### src/rtl/trap_controller_if.sv
// Trap redirect channel from the trap/CSR unit to the branch resolver.
interface trap_controller_if;
    logic        trap_enable;
    logic [31:0] trap_handler_addr;
    logic        xret_enable;
    logic [31:0] epc_value;

    // Producer: the trap controller.
    modport master (
        output trap_enable,
        output trap_handler_addr,
        output xret_enable,
        output epc_value
    );

    // Consumer: the branch resolver.
    modport slave (
        input trap_enable,
        input trap_handler_addr,
        input xret_enable,
        input epc_value
    );
endinterface

### src/rtl/trap_controller.sv
// Machine-mode trap/CSR unit: detects interrupts and exceptions at commit, produces
// same-cycle redirects, owns the M-mode trap CSRs and serves the CSR RMW port.
module trap_controller #(
    parameter logic [31:0] RESET_MTVEC = 32'h0000_0100,
    parameter int unsigned XLEN        = 32
) (
    input  logic            clk,
    input  logic            rst,
    input  logic            instr_valid,
    input  logic [XLEN-1:0] commit_pc,
    input  logic [5:0]      excep_vec,
    input  logic [XLEN-1:0] excep_tval,
    input  logic            mret,
    input  logic            irq_ext,
    input  logic            irq_timer,
    input  logic            irq_soft,
    input  logic [11:0]     csr_addr,
    input  logic [1:0]      csr_op,
    input  logic [XLEN-1:0] csr_wdata,
    output logic [XLEN-1:0] csr_rdata,
    trap_controller_if.master exc
);

    localparam logic [11:0] ADDR_MSTATUS  = 12'h300;
    localparam logic [11:0] ADDR_MIE      = 12'h304;
    localparam logic [11:0] ADDR_MTVEC    = 12'h305;
    localparam logic [11:0] ADDR_MSCRATCH = 12'h340;
    localparam logic [11:0] ADDR_MEPC     = 12'h341;
    localparam logic [11:0] ADDR_MCAUSE   = 12'h342;
    localparam logic [11:0] ADDR_MTVAL    = 12'h343;
    localparam logic [11:0] ADDR_MIP      = 12'h344;

    localparam logic [1:0] OP_WRITE = 2'b01;
    localparam logic [1:0] OP_SET   = 2'b10;
    localparam logic [1:0] OP_CLEAR = 2'b11;

    localparam logic [XLEN-1:0] CAUSE_IRQ_EXT   = 32'h8000_000B;
    localparam logic [XLEN-1:0] CAUSE_IRQ_SOFT  = 32'h8000_0003;
    localparam logic [XLEN-1:0] CAUSE_IRQ_TIMER = 32'h8000_0007;

    // CSR state. mie_q holds {MEIE, MTIE, MSIE}; mepc_q drops the two always-zero bits.
    logic              mstatus_mie_q,  mstatus_mie_d;
    logic              mstatus_mpie_q, mstatus_mpie_d;
    logic [2:0]        mie_q,          mie_d;
    logic [XLEN-1:0]   mtvec_q,        mtvec_d;
    logic [XLEN-1:0]   mscratch_q,     mscratch_d;
    logic [XLEN-1:2]   mepc_q,         mepc_d;
    logic [XLEN-1:0]   mcause_q,       mcause_d;
    logic [XLEN-1:0]   mtval_q,        mtval_d;

    logic [2:0]        irq_pend;
    logic              take_irq;
    logic              take_exc;
    logic              trap_take;
    logic              xret_take;
    logic              is_irq;
    logic [XLEN-1:0]   trap_cause;
    logic [XLEN-1:0]   trap_tval;
    logic [XLEN-1:0]   handler_addr;
    logic [XLEN-1:0]   mstatus_val;
    logic [XLEN-1:0]   mie_val;
    logic [XLEN-1:0]   mip_val;
    logic [XLEN-1:0]   rdata;
    logic [XLEN-1:0]   csr_new;
    logic              csr_we;

    // Low PC bits never reach mepc.
    logic unused_pc_bits;
    assign unused_pc_bits = ^commit_pc[1:0];

    // Interrupt lines are sampled live; nothing is latched.
    always_comb begin
        irq_pend  = {irq_ext & mie_q[2], irq_timer & mie_q[1], irq_soft & mie_q[0]};
        take_irq  = instr_valid && mstatus_mie_q && (irq_pend != 3'b000);
        take_exc  = instr_valid && (excep_vec != 6'b000000);
        // Reset forces the redirect outputs low even mid-cycle.
        trap_take = !rst && (take_irq || take_exc);
        xret_take = !rst && instr_valid && mret && !trap_take;
    end

    // Cause and tval selection: interrupts first, then exceptions in fixed priority.
    always_comb begin
        is_irq     = 1'b0;
        trap_cause = '0;
        trap_tval  = '0;
        if (take_irq) begin
            is_irq = 1'b1;
            if (irq_pend[2]) begin
                trap_cause = CAUSE_IRQ_EXT;
            end else if (irq_pend[0]) begin
                trap_cause = CAUSE_IRQ_SOFT;
            end else begin
                trap_cause = CAUSE_IRQ_TIMER;
            end
        end else if (excep_vec[0]) begin
            trap_cause = 32'd0;
            trap_tval  = excep_tval;
        end else if (excep_vec[1]) begin
            trap_cause = 32'd2;
            trap_tval  = excep_tval;
        end else if (excep_vec[2]) begin
            trap_cause = 32'd3;
        end else if (excep_vec[3]) begin
            trap_cause = 32'd11;
        end else if (excep_vec[5]) begin
            trap_cause = 32'd4;
            trap_tval  = excep_tval;
        end else if (excep_vec[4]) begin
            trap_cause = 32'd6;
            trap_tval  = excep_tval;
        end
    end

    // Handler target: vectored only for interrupts in mode 01; modes 10/11 act as direct.
    always_comb begin
        handler_addr = '0;
        if (trap_take) begin
            handler_addr = {mtvec_q[XLEN-1:2], 2'b00};
            if (mtvec_q[1:0] == 2'b01 && is_irq) begin
                handler_addr = {mtvec_q[XLEN-1:2], 2'b00} + {26'd0, trap_cause[3:0], 2'b00};
            end
        end
    end

    // CSR read mux and read-modify-write operand.
    always_comb begin
        mstatus_val     = '0;
        mstatus_val[3]  = mstatus_mie_q;
        mstatus_val[7]  = mstatus_mpie_q;
        mie_val         = '0;
        mie_val[11]     = mie_q[2];
        mie_val[7]      = mie_q[1];
        mie_val[3]      = mie_q[0];
        mip_val         = '0;
        mip_val[11]     = irq_ext;
        mip_val[7]      = irq_timer;
        mip_val[3]      = irq_soft;

        case (csr_addr)
            ADDR_MSTATUS:  rdata = mstatus_val;
            ADDR_MIE:      rdata = mie_val;
            ADDR_MTVEC:    rdata = mtvec_q;
            ADDR_MSCRATCH: rdata = mscratch_q;
            ADDR_MEPC:     rdata = {mepc_q, 2'b00};
            ADDR_MCAUSE:   rdata = mcause_q;
            ADDR_MTVAL:    rdata = mtval_q;
            ADDR_MIP:      rdata = mip_val;
            default:       rdata = '0;
        endcase

        case (csr_op)
            OP_WRITE: csr_new = csr_wdata;
            OP_SET:   csr_new = rdata | csr_wdata;
            OP_CLEAR: csr_new = rdata & ~csr_wdata;
            default:  csr_new = rdata;
        endcase

        // A trapping instruction never touches CSRs.
        csr_we = instr_valid && !trap_take && (csr_op != 2'b00);
    end

    // Next-state: trap entry, else MRET, with a same-cycle CSR write overriding MRET.
    always_comb begin
        mstatus_mie_d  = mstatus_mie_q;
        mstatus_mpie_d = mstatus_mpie_q;
        mie_d          = mie_q;
        mtvec_d        = mtvec_q;
        mscratch_d     = mscratch_q;
        mepc_d         = mepc_q;
        mcause_d       = mcause_q;
        mtval_d        = mtval_q;

        if (trap_take) begin
            mepc_d         = commit_pc[XLEN-1:2];
            mcause_d       = trap_cause;
            mtval_d        = trap_tval;
            mstatus_mpie_d = mstatus_mie_q;
            mstatus_mie_d  = 1'b0;
        end else begin
            if (xret_take) begin
                mstatus_mie_d  = mstatus_mpie_q;
                mstatus_mpie_d = 1'b1;
            end
            if (csr_we) begin
                case (csr_addr)
                    ADDR_MSTATUS: begin
                        mstatus_mie_d  = csr_new[3];
                        mstatus_mpie_d = csr_new[7];
                    end
                    ADDR_MIE:      mie_d      = {csr_new[11], csr_new[7], csr_new[3]};
                    ADDR_MTVEC:    mtvec_d    = csr_new;
                    ADDR_MSCRATCH: mscratch_d = csr_new;
                    ADDR_MEPC:     mepc_d     = csr_new[XLEN-1:2];
                    ADDR_MCAUSE:   mcause_d   = csr_new;
                    ADDR_MTVAL:    mtval_d    = csr_new;
                    default: ;
                endcase
            end
        end
    end

    // CSR state registers.
    always_ff @(posedge clk or posedge rst) begin
        if (rst) begin
            mstatus_mie_q  <= 1'b0;
            mstatus_mpie_q <= 1'b0;
            mie_q          <= '0;
            mtvec_q        <= RESET_MTVEC;
            mscratch_q     <= '0;
            mepc_q         <= '0;
            mcause_q       <= '0;
            mtval_q        <= '0;
        end else begin
            mstatus_mie_q  <= mstatus_mie_d;
            mstatus_mpie_q <= mstatus_mpie_d;
            mie_q          <= mie_d;
            mtvec_q        <= mtvec_d;
            mscratch_q     <= mscratch_d;
            mepc_q         <= mepc_d;
            mcause_q       <= mcause_d;
            mtval_q        <= mtval_d;
        end
    end

    // Outputs.
    always_comb begin
        csr_rdata             = rdata;
        exc.trap_enable       = trap_take;
        exc.trap_handler_addr = handler_addr;
        exc.xret_enable       = xret_take;
        exc.epc_value         = {mepc_q, 2'b00};
    end

endmodule

### src/flat_wrapper.sv
// flat-port wrapper written by rule: the top's interface ports become plain ports
module trap_controller_flat 
#(
    parameter logic [31:0] RESET_MTVEC = 32'h0000_0100,
    parameter int unsigned XLEN        = 32
)
  (clk, rst, instr_valid, commit_pc, excep_vec, excep_tval, mret, irq_ext, irq_timer, irq_soft, csr_addr, csr_op, csr_wdata, csr_rdata, exc_trap_enable, exc_trap_handler_addr, exc_xret_enable, exc_epc_value);
  trap_controller_if exc_i ();
  input  logic clk;
  input  logic rst;
  input  logic instr_valid;
  input  logic [XLEN-1:0] commit_pc;
  input  logic [5:0] excep_vec;
  input  logic [XLEN-1:0] excep_tval;
  input  logic mret;
  input  logic irq_ext;
  input  logic irq_timer;
  input  logic irq_soft;
  input  logic [11:0] csr_addr;
  input  logic [1:0] csr_op;
  input  logic [XLEN-1:0] csr_wdata;
  output logic [XLEN-1:0] csr_rdata;
  output wire logic [$bits(exc_i.trap_enable)-1:0] exc_trap_enable;
  output wire logic [$bits(exc_i.trap_handler_addr)-1:0] exc_trap_handler_addr;
  output wire logic [$bits(exc_i.xret_enable)-1:0] exc_xret_enable;
  output wire logic [$bits(exc_i.epc_value)-1:0] exc_epc_value;
  assign exc_trap_enable = exc_i.trap_enable;
  assign exc_trap_handler_addr = exc_i.trap_handler_addr;
  assign exc_xret_enable = exc_i.xret_enable;
  assign exc_epc_value = exc_i.epc_value;
  trap_controller #(.RESET_MTVEC(RESET_MTVEC), .XLEN(XLEN)) u_core (.clk(clk), .rst(rst), .instr_valid(instr_valid), .commit_pc(commit_pc), .excep_vec(excep_vec), .excep_tval(excep_tval), .mret(mret), .irq_ext(irq_ext), .irq_timer(irq_timer), .irq_soft(irq_soft), .csr_addr(csr_addr), .csr_op(csr_op), .csr_wdata(csr_wdata), .csr_rdata(csr_rdata), .exc(exc_i));
endmodule
### config.mk
export PLATFORM = sky130hd
export DESIGN_NAME = trap_controller_flat
export DESIGN_NICKNAME = d
export VERILOG_FILES = /design/src/rtl/trap_controller_if.sv /design/src/rtl/trap_controller.sv /design/src/flat_wrapper.sv
export SDC_FILE = /design/constraint.sdc
export NUM_CORES = 1
export LEC_CHECK = 0
export ABC_AREA = 0
export CAP_MARGIN = 5
export CORE_ASPECT_RATIO = 0.8
export CORE_UTILIZATION = 35
export CTS_BUF_LIST = sky130_fd_sc_hd__clkbuf_4 sky130_fd_sc_hd__clkbuf_8
export CTS_CLUSTER_SIZE = 28
export DETAILED_ROUTE_END_ITERATION = 8
export PLACE_DENSITY_LB_ADDON = 0.1
export SETUP_SLACK_MARGIN = 0.2
export SYNTH_ARGS = -nofsm -noshare
export SYNTH_HDL_FRONTEND = slang
export SYNTH_SLANG_ARGS = --single-unit
### constraint.sdc
create_clock -name clk -period 4.55 [get_ports clk]
set_clock_uncertainty 0.1 [all_clocks]
set_input_delay 0.455 -clock clk [delete_from_list [all_inputs] [get_ports clk]]
set_output_delay 0.455 -clock clk [all_outputs]
set_load 0.02 [all_outputs]
Yosys cells after proc, flatten, opt, wreduce, memory -nomap -nowiden. Cells that the tools add are included.

Bits in registers: 163. Input port bits: 123.

Mux-type cells: 38. Reduce and logical (&&, ||, !) cells: 26. Bitwise operators: 7. Add/subtract/negate cells: 1. Equality and inequality tests: 12.

Operators with widths (count): two-way mux 32 bit (22); one-hot mux 32 bit (8 select lines) (1); == test 12 x 10 -> 1 bit (second input constant) (8); one-hot mux 32 bit (3 select lines) (1); two-way mux 30 bit (3); adder 32 x 6 -> 32 bit (1); AND 32 bit (1); NOT 32 bit (1); bitwise OR 32 bit (1); logical AND 1 bit (10); nonzero test 2 bit (5); two-way mux 1 bit (9); AND reduction 3 bit (3); two-way mux 3 bit (2); AND reduction 2 bit (3); nonzero test 6 bit (1); == test 2 x 1 -> 1 bit (second input constant) (2); == test 2 bit (second input constant) (2); AND 1 bit (3); nonzero test 3 bit (1); logical NOT 1 bit (2); logical OR 1 bit (1); NOT 1 bit (1).

Longest topological paths before layout. Gate-level depths: netlist of the first run.

Depth after elaboration: 11. Gate-level depth with buffers: 13.

Least setup slack after synthesis of the first run. OpenSTA, ideal clock, no wires.

Kind: input to output. Start: input port irq_timer. End: output port exc_trap_handler_addr[24]. Arrival: 3.349 ns. Stages: 13. Setup slack: 0.646 ns. Path buffers: 2. Required time: 3.995 ns. Cell sequence: a222oi_1 -> or3_1 -> clkbuf_1 -> or3b_2 -> nand2_1 -> ha_1 -> a21oi_1 -> o21bai_1 -> and4_1 -> clkbuf_1 -> nand4_1 -> xor2_1 -> nor2_1.

Word-level cells in the longest chain between the ends: 7. Elaborated cells on any way between the ends: 11.

Ends and longest elaborated chain: start, declared (line flat_wrapper.sv:17) `input logic irq_timer;`; AND 1 bit (*) (line trap_controller.sv:73) `irq_pend = {irq_ext & mie_q[2], irq_timer & mie_q[1], irq_soft & mie_q[0]};`; nonzero test 3 bit (*) (line trap_controller.sv:74) `take_irq = instr_valid && mstatus_mie_q && (irq_pend != 3'b000);`; logical AND 1 bit (*) (line trap_controller.sv:74); two-way mux 32 bit / two-way mux 1 bit (equally long branches) (line trap_controller.sv:86) `if (take_irq) begin`; adder 32 x 6 -> 32 bit / logical AND 1 bit (equally long branches) (line trap_controller.sv:120, trap_controller.sv:119); two-way mux 32 bit (line trap_controller.sv:119) `if (mtvec_q[1:0] == 2'b01 && is_irq) begin`; two-way mux 32 bit (*) (line trap_controller.sv:117) `if (trap_take) begin`; end, declared (line flat_wrapper.sv:24) `output wire logic [$bits(exc_i.trap_handler_addr)-1:0] exc_trap_handler_addr;`.

Every way passes the cells marked *; elsewhere a longest branch is shown, timed or not.

Worst setup path after layout of the first run.
Start: input port irq_timer. End: output port exc_trap_handler_addr[29].

The elaborated chain is that of the path after synthesis.

==> metrics.md, run 1 <==
| Metric | Value |
|---|---|
| Total wire length | between 30,000 and 40,000 um |
| Die area | 28,300 sq um |
| Port buffer count | ~210 |
| DRT antenna net count | 0 |
| Finished Cell Area | between 10,000 and 15,000 sq um |
| Fin crit period | about 4200 ps |
| Register area share after synthesis | 42.1% |
| RSZ-0062 raised after global routing | true |
| Post-synthesis simple-gate area fraction | 16.1% |
| Initial antenna violation count | 2 |
| Measured slew at the worst slew-check pin | between 1000 and 1500 ps |
| Compound-Gate Fraction of Synth Area | 27.0% |
| Avg Synthesized Cell Area | about 9 sq um |
| Worst Path Arrival | 3660 ps |
| Post-Synth Adder-Cell Area | 0.724% |
| EDFF count, synth | 0 |
| Kind of critical path | input port to primary output |
| Global route total overflow | 0 |
| Post-synthesis async set-or-reset flop share | 100% |
| Worst path required time | 3990 ps |
| Max Cap Violations | 0 |
| H-tree depth | 4 |
| Final setup viols | 0 |
| Largest net degree at the start of global routing | 76 |
| Synth area leaders | dfrtp_1, o21ai_0, mux4_2 |
| Crit share post-route | 92.7% |
| Max VDD drop | 0.000189 V |
| Post-Synthesis Cells | about 1,100 |
| Final slew viol count | 0 |
| Post-Syn Area | 9680 sq um |
| Total Neg Setup Slack | 0 ps |
| # rows | 54 |
| Post-synthesis mux area share | just under 7% |
| Seq cells post-synth | between 150 and 200 |
| # DRC | 0 |
| CP Launch Type | input port |
| Yosys top cell area share | 41.9% |
| DP Area | 12,400 sq um |
| Antenna cell count | 0 |
| 1st-iter DRT viols | 878 |
| DP Cell Count | 1,611 |
| Clock Tree Buf Depth | 2 |
| P&R area growth vs syn | 32.2% |
| Prevailing post-synth register cell | dfrtp_1 |
| Fmax | 0.237 GHz |
| Worst r2r path cells | 10 |
| IO Pins | 221 |
| Worst skew pair latency | ~480 ps |
| Final estimated routing congestion in global placement | roughly 0.9 |
| Die span in y | between 150 and 200 um |
| Post-DP HPWL | 25,700 um |
| Share of cells above drive strength 1 | around 15% |
| Post-synthesis xor/xnor area fraction | roughly 2.4% |
| Hold Crit Class | register to register |
| Largest family of logic cells by synthesized area | compound AO/OA/AOI/OAI gates |
| Lkg Pwr | 5.07 nW |
| CTS sink count | 163 |
| CP max FO | 7 |
| Die X | 188 um |
| Hold bufs inserted after CTS | 0 |
| CTS tree | built |
| Area leader, netlist | dfrtp_1 |
| Yosys Warn Count | 0 |
| CP endpoint kind | primary output |
| Vias/cell | 5.78 |
| Via count | 9,500 |
| Final std cells w/o fill | 1,645 |
| Root buffer selected by CTS | clkbuf_8 |
| Core Area | 27,200 sq um |
| Vias in the first global route | 9,079 |
| Final nets | around 1,400 |
| Final Hold Fails | 0 |
| Initial Util | 35.6% |
| CTS Buf Count | 17 |
| Worst slew margin | roughly 29% |
| Status | finished, final reports clean |
| Worst Hold Depth | 2 |
| PwrDens | 257 nW/um^2 |
| Drt first pass iters | 5 |
| GRT Util Overall | 26.3% |
| First-pass GRT wire length | 55,700 um |
| Worst-path clk slew | about 100 ps |
| WL/cell | 22.5 um |
| Unique masters post-synth | just over 70 |
## synth_stat cells (6+ instances only)
cell type,count
dfrtp_1,162
o21ai_0,141
nand2_1,135
nor2_1,86
clkbuf_1,60
a22oi_1,50
a21oi_1,48
o21ai_2,31
a32oi_1,30
mux4_2,25
xor2_1,21
o211ai_1,20
nand4_1,18
nand3_1,16
and2_1,13
and3_1,13
buf_2,13
inv_1,13
a2bb2oi_1,11
o22ai_1,10
a221o_1,9
nand3b_1,8
or3_1,7
buf_6,6
nor2b_1,6
o21ai_1,6
xnor2_1,6
## critical path, stage by stage
cell and delay [ps]:
clkdlybuf4s50_1 450, a222oi_1 360, buf_4 180, or3_1 130, or3b_2 460, nand2_2 130
ha_4 150, a21oi_2 60, o21bai_1 130, buf_4 190, buf_4 190, nand4_1 120
xor2_1 170, nor2_1 170, clkdlybuf4s15_1 330
## final timing paths
kind                                      start                   endpoint  slack [ps]
min in group asynchronous                   rst      u_core.mscratch_q[11]         510
min                        u_core.mscratch_q[2]       u_core.mscratch_q[2]         380
max reg2reg                     u_core.mie_q[1]       u_core.mscratch_q[9]        1160
max in group asynchronous                   rst         u_core.mtval_q[18]        2960
min reg2reg                u_core.mscratch_q[2]       u_core.mscratch_q[2]         380
max                                   irq_timer  exc_trap_handler_addr[29]         330
## where the power goes
group	total [mW]	internal, mW	switching (mW)
Sequential	1.58	1.52	0.0587
Combinational	0.641	0.301	0.340
Clock	1.07	0.414	0.653
## routing by layer
| metal | routed length, um | vias up | GRT usage, % |
|---|---|---|---|
| met1 | 17200 | 4688 | 38.0 |
| met5 | 60 | - | 1.22 |
| met3 | 2910 | 41 | 4.91 |
| li1 | - | 4362 | - |
| met2 | 16400 | 403 | 40.1 |
| met4 | 539 | 6 | 6.95 |
## final cells by class
class / instances / area (sq um)
Clock buffer: 18 / 241
Clock inverter: 14 / 138
Sequential cell: 163 / 4080
Timing Repair Buffer: 275 / 2600
Inverter: 15 / 60.1
Multi-Input combinational cell: 796 / 5230
Fill cell: 2633 / 14400
Tap cell: 364 / 455
## state kept, by name (all words and copies together) (netlist names)
register,flops
u_core.mstatus_mpie_q,1
u_core.mepc_q,30
u_core.mscratch_q,32
u_core.mcause_q,32
u_core.mie_q,3
u_core.mtval_q,32
u_core.mtvec_q,32
u_core.mstatus_mie_q,1
## kinds of logic (layout without fill, tap and decap cells)
group                      after synthesis  in the layout
AOI/OAI and AO/OA                      395            395
and+or+nand+nor                        331            331
DFF                                    163            163
buffers and inverters                  104            322
muxes                                   34             34
xor gates and xnor gates                27             27
adders and majority gates                5              5
other                                    1              4
## timing repair
action,in CTS,in global routing
setup endpoints to repair,25,27
buffers inserted,0,2
endpoints found under the hold margin,0,0
pin swaps,1,2
resized for setup,40,34
## placed cells by master (no fill, tap or decap), types with 4 or more instances in the layout
master             n
nand4_1           18
dlygate4sd2_1      9
and3_1            13
nand3_1           15
o21ai_1            8
a221o_1            9
nor3_1             4
o21ai_2           31
o211ai_1          20
and2_1            13
mux4_2            25
nand3b_1           8
nor2b_1            6
nor2_1            85
a211oi_1           5
clkbuf_8          17
a2bb2oi_1         11
clkbuf_2           6
nand2_1          134
buf_2              6
inv_8              5
conb_1             4
inv_6              4
o22ai_1           10
a22oi_1           50
xnor2_1            6
buf_12             6
a21oi_1           46
a32oi_1           30
mux2i_1            4
dfrtp_1          162
buf_4             58
a31oi_1            5
o21ai_0          138
clkdlybuf4s50_1  185
mux2_2             4
or3_1              7
xor2_1            20
inv_1             12
## through the flow
| step | util, % | worst slack, ps | power, mW | hold WS, ps |
|---|---|---|---|---|
| floorplan | - | 646 | 1.92 | 343 |
| global placement | 45.6 | -89.2 | 2.24 | 358 |
| detailed placement | 45.6 | -134 | 2.25 | 358 |
| CTS | 47.0 | 131 | 3.31 | 381 |
| global route | 47.0 | 147 | 3.41 | 398 |
| finish | 47.0 | 334 | 3.29 | 380 |
(Power assumes the default switching activity.)
==> run 2, diff against run 1 <==
--- a/config.mk
+++ b/config.mk
@@ -12,7 +12,7 @@
 export CTS_BUF_LIST = sky130_fd_sc_hd__clkbuf_4 sky130_fd_sc_hd__clkbuf_8
 export CTS_CLUSTER_SIZE = 28
 export DETAILED_ROUTE_END_ITERATION = 8
-export PLACE_DENSITY_LB_ADDON = 0.1
+export PLACE_DENSITY = 0.68
 export SETUP_SLACK_MARGIN = 0.2
 export SYNTH_ARGS = -nofsm -noshare
 export SYNTH_HDL_FRONTEND = slang
==> constraint.sdc (replaced) <==
create_clock -name clk -period 5.3 [get_ports clk]
set_clock_uncertainty 0.1 [all_clocks]
set_input_delay 0.53 -clock clk [delete_from_list [all_inputs] [get_ports clk]]
set_output_delay 0.53 -clock clk [all_outputs]
set_load 0.02 [all_outputs]
==> run 2 against run 1 <==
- combinational power is 16% lower
- highest routed layer unchanged
- power fell by 13%
- non-clock buffer count shrank 26
- count of clock-buffer cells in the layout rose by 1
- final cell count is 1.6% lower
- wire length fell by 2.7%
- clock power decreased by 10%
- critical endpoint is now exc_trap_handler_addr[22]
- sequential power decreased by 14%
- hold slack got worse by 0.95 ps
- sequential cell count stayed put
==> metrics.md, run 2 (synthesized netlist as in run 1, its figures left out) <==
| Metric | Value |
|---|---|
| CP dominant cell by count | clkdlybuf4s50_1 |
| CTS sink count | 163 (unchanged) |
| PwrDens | 227 nW/um^2 (-12%) |
| Crit share post-route | 92.7% |
| Drt first pass iters | 5 (unchanged) |
| H-tree depth | 4 (unchanged) |
| # rows | 54 (unchanged) |
| Via count | 9,522 (+0.23%) |
| Die span in y | 151 um (unchanged) |
| Global route total overflow | 0 (unchanged) |
| Worst path required time | 4670 ps (+680 ps) |
| Critical Path Stages | 14 (-1) |
| Final estimated routing congestion in global placement | 0.913 (+4.1%) |
| Worst-path clk slew | 90 ps (about the same) |
| Initial antenna violation count | 1 (-1) |
| Initial Util | 35.6% (unchanged) |
| IO Pins | 221 (unchanged) |
| Fin crit period | 4920 ps |
| PnR worst setup slack | 384 ps (+50.8 ps) |
| Largest net degree at the start of global routing | 89 (+17%) |
| Area of the multi-input gates | 5200 sq um (-0.55%) |
| CP max FO | 8 (+1) |
| Worst slew margin | 21.2% (-7.7 points) |
| # DRC | 0 (unchanged) |
| Hold bufs inserted after CTS | 0 (unchanged) |
| Crit path cell chain | clkdlybuf4s50_1, a222oi_1, or3_4, or3b_2, nand2_1, ha_1, a21oi_1, o21bai_2, and4_1, buf_4, nand3_1, xor2_1, nor2_1, clkdlybuf4s50_1 |
| Final slew viol count | 0 (unchanged) |
| GRT Util Overall | 25.7% (-0.61 points) |
| Worst Hold Depth | 2 (unchanged) |
| Fill count | 2,552 (-3.1%) |
| Hold Crit Class | register to register |
| Worst skew pair latency | 480 ps (about the same) |
| Status | finished, final reports clean |
| Antenna cell count | 0 (unchanged) |
| Kind of critical path | input port to primary output |
| Max Cap Violations | 0 (unchanged) |
| P&R area growth vs syn | 30.3% |
| Vias/cell | 5.88 (+1.8%) |
| Post-DP HPWL | 24,600 um (-4.2%) |
| Max VDD drop | 0.000150 V (-21%) |
| CTS Buf Count | 17 (unchanged) |
| CP Launch Type | input port |
| Fmax | 0.203 GHz |
| Die X | 188 um (unchanged) |
| Final Hold Fails | 0 (unchanged) |
| Vias in the first global route | 9,246 (+1.8%) |
| First-pass GRT wire length | 54,900 um (-1.4%) |
| Worst Path Arrival | 4290 ps (+630 ps) |
| DRT antenna net count | 0 (unchanged) |
| Lkg Pwr | 4.86 nW (-4.1%) |
| Port buffer count | 214 (unchanged) |
| Total Neg Setup Slack | 0 ps (unchanged) |
| Die area | 28,300 sq um (unchanged) |
| Place WS | 177 ps (+311 ps) |
| Register area | 4080 sq um (unchanged) |
| Worst r2r path cells | 10 (unchanged) |
| Final setup viols | 0 (unchanged) |
| Final nets | 1,370 (-1.9%) |
| CTS tree | built |
| Worst path max stage delay | 630 ps (+170 ps) |
| Root buffer selected by CTS | clkbuf_8 |
| 1st-iter DRT viols | 1,140 (+30%) |
| Slowest cell on crit path | clkdlybuf4s50_1 |
| Most frequent cells in the layout | clkdlybuf4s50_1, dfrtp_1, o21ai_0 |
| Core Area | 27,200 sq um (unchanged) |
| Crit path buf inv count | 3 (-2) |
| Clock Tree Buf Depth | 2 (unchanged) |
| Share of cells above drive strength 1 | 12.0% (-3.2 points) |
| Total wire length | 36,100 um (-2.7%) |
| CP endpoint kind | primary output |
| Top delay family on crit path | simple AND/OR/NAND/NOR gates |
| Commonest non-fill, non-tap cell in the layout | clkdlybuf4s50_1 |
| WL/cell | 22.3 um (-1.1%) |
| RSZ-0062 raised after global routing | false |
| Measured slew at the worst slew-check pin | 1180 ps (+116 ps) |
## run 2: changes by cell type in the layout (fill, tap and decap cells not counted), moves of 4 or more
cell             before  now
buf_4                58   32
clkdlybuf4s50_1     185  211
dlygate4sd2_1         9    0
clkbuf_2              6    0
inv_8                 5    1
## run 2: layer usage
layer	wire length, um	vias up	track usage [%]
li1	-	4309	-
met1	16300	4657	36.1
met2	16100	498	39.5
met3	2970	56	5.54
met4	702	2	8.13
met5	13	-	0
## run 2: final timing paths
check | start | end | slack [ps]
worst max register to register | u_core.mie_q[2] | u_core.mscratch_q[7] | 1660
min in group asynchronous | rst | u_core.mscratch_q[3] | 610
worst min-delay path | u_core.mscratch_q[2] | u_core.mscratch_q[2] | 380
worst max-delay path | irq_timer | exc_trap_handler_addr[22] | 380
worst min register to register | u_core.mscratch_q[2] | u_core.mscratch_q[2] | 380
max in group asynchronous | rst | u_core.mtval_q[31] | 3460
## run 2: worst min-delay path, stage by stage (launching register included)
cell	delay, ps
dfrtp_1	350
nand2_1	60
o21ai_2	50
## run 2: layout make-up
type	instances	share of cell area, %
flip-flops and latches	163	32.3
multi-input cells	796	41.2
well taps	364	3.61
clock buffers	19	1.97
inverters	15	0.486
repair buffers	249	19.2
clock inverters	13	1.17
## run 2: what timing repair did
item	4_1_cts	5_1_grt
setup buffers	0	1
pin swaps	0	1
gates resized for setup	1	1
hold endpoints to repair	0	0
endpoints found under the setup margin	4	10
## run 2: stage by stage
stage,area [sq um],utilization [%],hold WS [ps],cells,power (mW)
floorplan,9700,-,343,1063,1.65
global placement,12200,44.8,353,1586,1.91
detailed placement,12200,44.8,359,1586,1.92
CTS,12600,46.3,380,1618,2.86
global route,12600,46.3,400,1619,2.96
finish,12600,46.3,379,1619,2.86
## run 2: power by group
group          switching (mW)  internal [mW]  total, mW
Clock                   0.523          0.438      0.961
Combinational           0.289          0.249      0.538
Sequential             0.0516           1.31       1.36
==> run 3, diff against run 2 <==
--- a/config.mk
+++ b/config.mk
@@ -8,11 +8,10 @@
 export ABC_AREA = 0
 export CAP_MARGIN = 5
 export CORE_ASPECT_RATIO = 0.8
-export CORE_UTILIZATION = 35
+export CORE_UTILIZATION = 44
 export CTS_BUF_LIST = sky130_fd_sc_hd__clkbuf_4 sky130_fd_sc_hd__clkbuf_8
-export CTS_CLUSTER_SIZE = 28
 export DETAILED_ROUTE_END_ITERATION = 8
-export PLACE_DENSITY = 0.68
+export PLACE_DENSITY = 0.8
 export SETUP_SLACK_MARGIN = 0.2
 export SYNTH_ARGS = -nofsm -noshare
 export SYNTH_HDL_FRONTEND = slang
==> run 3 against run 2 <==
- clock power increased by 11%
- utilization increased by 12 points
- first-iteration DRC count shrank 1.2%
- sequential cell count stayed put
- non-clock buffer count is 2 lower
- critical path depth up 1
- sequential power barely moved
- hold slack better by 1.8 ps
==> metrics.md, run 3 (synthesized netlist as in run 1, its figures left out) <==
| Metric | Value |
|---|---|
| Status | finished, final reports clean |
| # DRC | 0 (unchanged) |
| Global route total overflow | 0 (unchanged) |
| CTS sink count | 163 (unchanged) |
| WL/cell | 22.3 um (+0.14%) |
| Total Neg Setup Slack | 0 ps (unchanged) |
| RSZ-0062 raised after global routing | true |
| Crit share post-route | 93.1% (+0.37 points) |
| Final setup viols | 0 (unchanged) |
| Antenna cell count | 0 (unchanged) |
| Final estimated routing congestion in global placement | 0.921 (+0.92%) |
| Final nets | 1,368 (-0.15%) |
| Hold bufs inserted after CTS | 0 (unchanged) |
| Critical R2R Capture | u_core.mcause_q[15] |
| CP Launch Type | input port |
| Clock Tree Buf Depth | 2 (unchanged) |
| Initial Util | 44.9% (+9.3 points) |
| Worst-path clk slew | 90 ps (about the same) |
| IO Pins | 221 (unchanged) |
| CP max FO | 7 (-1) |
| CTS Buf Count | 17 (unchanged) |
| Worst path max stage delay | 610 ps (-20 ps) |
| Worst path required time | 4670 ps (about the same) |
| DRT antenna net count | 0 (unchanged) |
| PwrDens | 236 nW/um^2 (+4.1%) |
| Max Cap Violations | 0 (unchanged) |
| Final Hold Fails | 0 (unchanged) |
| Largest net degree at the start of global routing | 108 (+21%) |
| Lkg Pwr | 4.96 nW (+1.9%) |
| 1st-iter DRT viols | 1,126 (-1.2%) |
| CTS tree | built |
| Max VDD drop | 0.000140 V (-6.7%) |
| Share of cells above drive strength 1 | 11.7% (-0.30 points) |
| Worst Hold Depth | 2 (unchanged) |
| Initial antenna violation count | 0 (-1) |
| Post-DP HPWL | 23,200 um (-5.9%) |
| R2R Path Start | u_core.mie_q[2] |
| Fmax | 0.203 GHz (-0.40%) |
| Slowest cell on crit path | clkdlybuf4s50_1 |
| Worst Path Arrival | 4310 ps (+20 ps) |
| P&R area growth vs syn | 29.5% |
| Hold Crit Class | register to register |
| Port buffer count | 214 (unchanged) |
| DP Cell Count | 1,496 (-5.7%) |
| H-tree depth | 4 (unchanged) |
| First-pass GRT wire length | 52,900 um (-3.5%) |
| Vias in the first global route | 9,513 (+2.9%) |
| Die span in y | 135 um (-11%) |
| Die area | 22,600 sq um (-20%) |
| Worst R2R Setup Slack | 1610 ps (-50 ps) |
| Vias/cell | 6.37 (+8.3%) |
| Via count | 9,732 (+2.2%) |
| Post-CTS Setup Inserts | 0 (unchanged) |
| Measured slew at the worst slew-check pin | 1270 ps (+85.2 ps) |
| Final slew viol count | 0 (unchanged) |
| Worst skew pair latency | 470 ps (about the same) |
| Worst slew margin | 14.8% (-6.3 points) |
| Most frequent cells in the layout | clkdlybuf4s50_1, dfrtp_1, o21ai_0 |
| Core Area | 21,600 sq um (-21%) |
| Final std cells w/o fill | 1,528 (-5.6%) |
| GRT Util Overall | 30.8% (+5.2 points) |
| Total wire length | 34,100 um (-5.5%) |
| Kind of critical path | input port to primary output |
| Worst Hold Path EP | u_core.mscratch_q[24] |
| Die X | 168 um (-11%) |
| Drt first pass iters | 6 (+1) |
| CP endpoint kind | primary output |
| # rows | 48 (-11%) |
| Crit path cell chain | clkdlybuf4s50_1, a222oi_1, or3_4, o21ai_0, ha_1, fa_1, a21oi_1, o21bai_1, buf_4, and4_1, buf_4, nand4_1, xor2_1, nor2_1, clkdlybuf4s50_1 |
| Worst hold start | u_core.mscratch_q[24] |
| Worst r2r path cells | 7 (-3) |
| Root buffer selected by CTS | clkbuf_8 |
| Commonest non-fill, non-tap cell in the layout | clkdlybuf4s50_1 |
| Fin crit period | 4940 ps (+19.5 ps) |
-- run 3: worst max path at each step --
stage               slack, ps                        end      start  cells past startpoint
finish                    360  exc_trap_handler_addr[30]  irq_timer                     15
global route               50  exc_trap_handler_addr[30]    irq_ext                     15
global placement          330  exc_trap_handler_addr[20]  irq_timer                     15
detailed placement        270  exc_trap_handler_addr[20]  irq_timer                     15
CTS                       240  exc_trap_handler_addr[20]  irq_timer                     15
floorplan                 270         u_core.mcause_q[0]        rst                      1
-- run 3: where the power goes --
group	leakage [nW]	internal [mW]	switching (mW)	total (mW)
sequential	2.17	1.31	0.0503	1.36
clock	0.229	0.592	0.477	1.07
combinational	2.56	0.247	0.284	0.530
total	4.96	2.15	0.810	2.96
-- run 3: worst max-delay path, delay by kind of cell --
kind	cells	cell delay [ps]
AOI/OAI and AO/OA	4	900
xor gates and xnor gates	1	70
adders and majority gates	2	730
buffers and inverters	4	1390
and+or+nand+nor	4	680
-- run 3: layout make-up --
type	instances	area, sq um
clock buffer	20	269
clock inverter	12	204
fill	1828	9020
inverter	15	61.3
multi-input combinational	796	5190
sequential	163	4080
tap	275	344
timing repair buffer	247	2390
-- run 3: per-stage QoR --
stage	utilization [%]	cell area, sq um	hold slack [ps]	power (mW)	setup WS [ps]
after floorplan	-	9700	343	1.65	267
after global placement	55.9	12100	355	1.89	331
after detailed placement	55.9	12100	363	1.90	268
after CTS	58.1	12500	383	2.96	240
after global routing	58.2	12500	402	3.07	53.9
final	58.2	12500	381	2.96	365
-- run 3: per-layer routing --
metal,routed length [um],vias up,track usage (%)
li1,-,4319,-
met1,14200,4668,42.9
met2,14900,664,45.6
met3,4040,81,8.47
met4,923,0,12.4
met5,0,-,0
-- run 3: timing repair --
action / in CTS / in global routing
endpoints found under the setup margin: 0 / 9
hold endpoints to repair: 0 / 0
resized for setup: 0 / 6
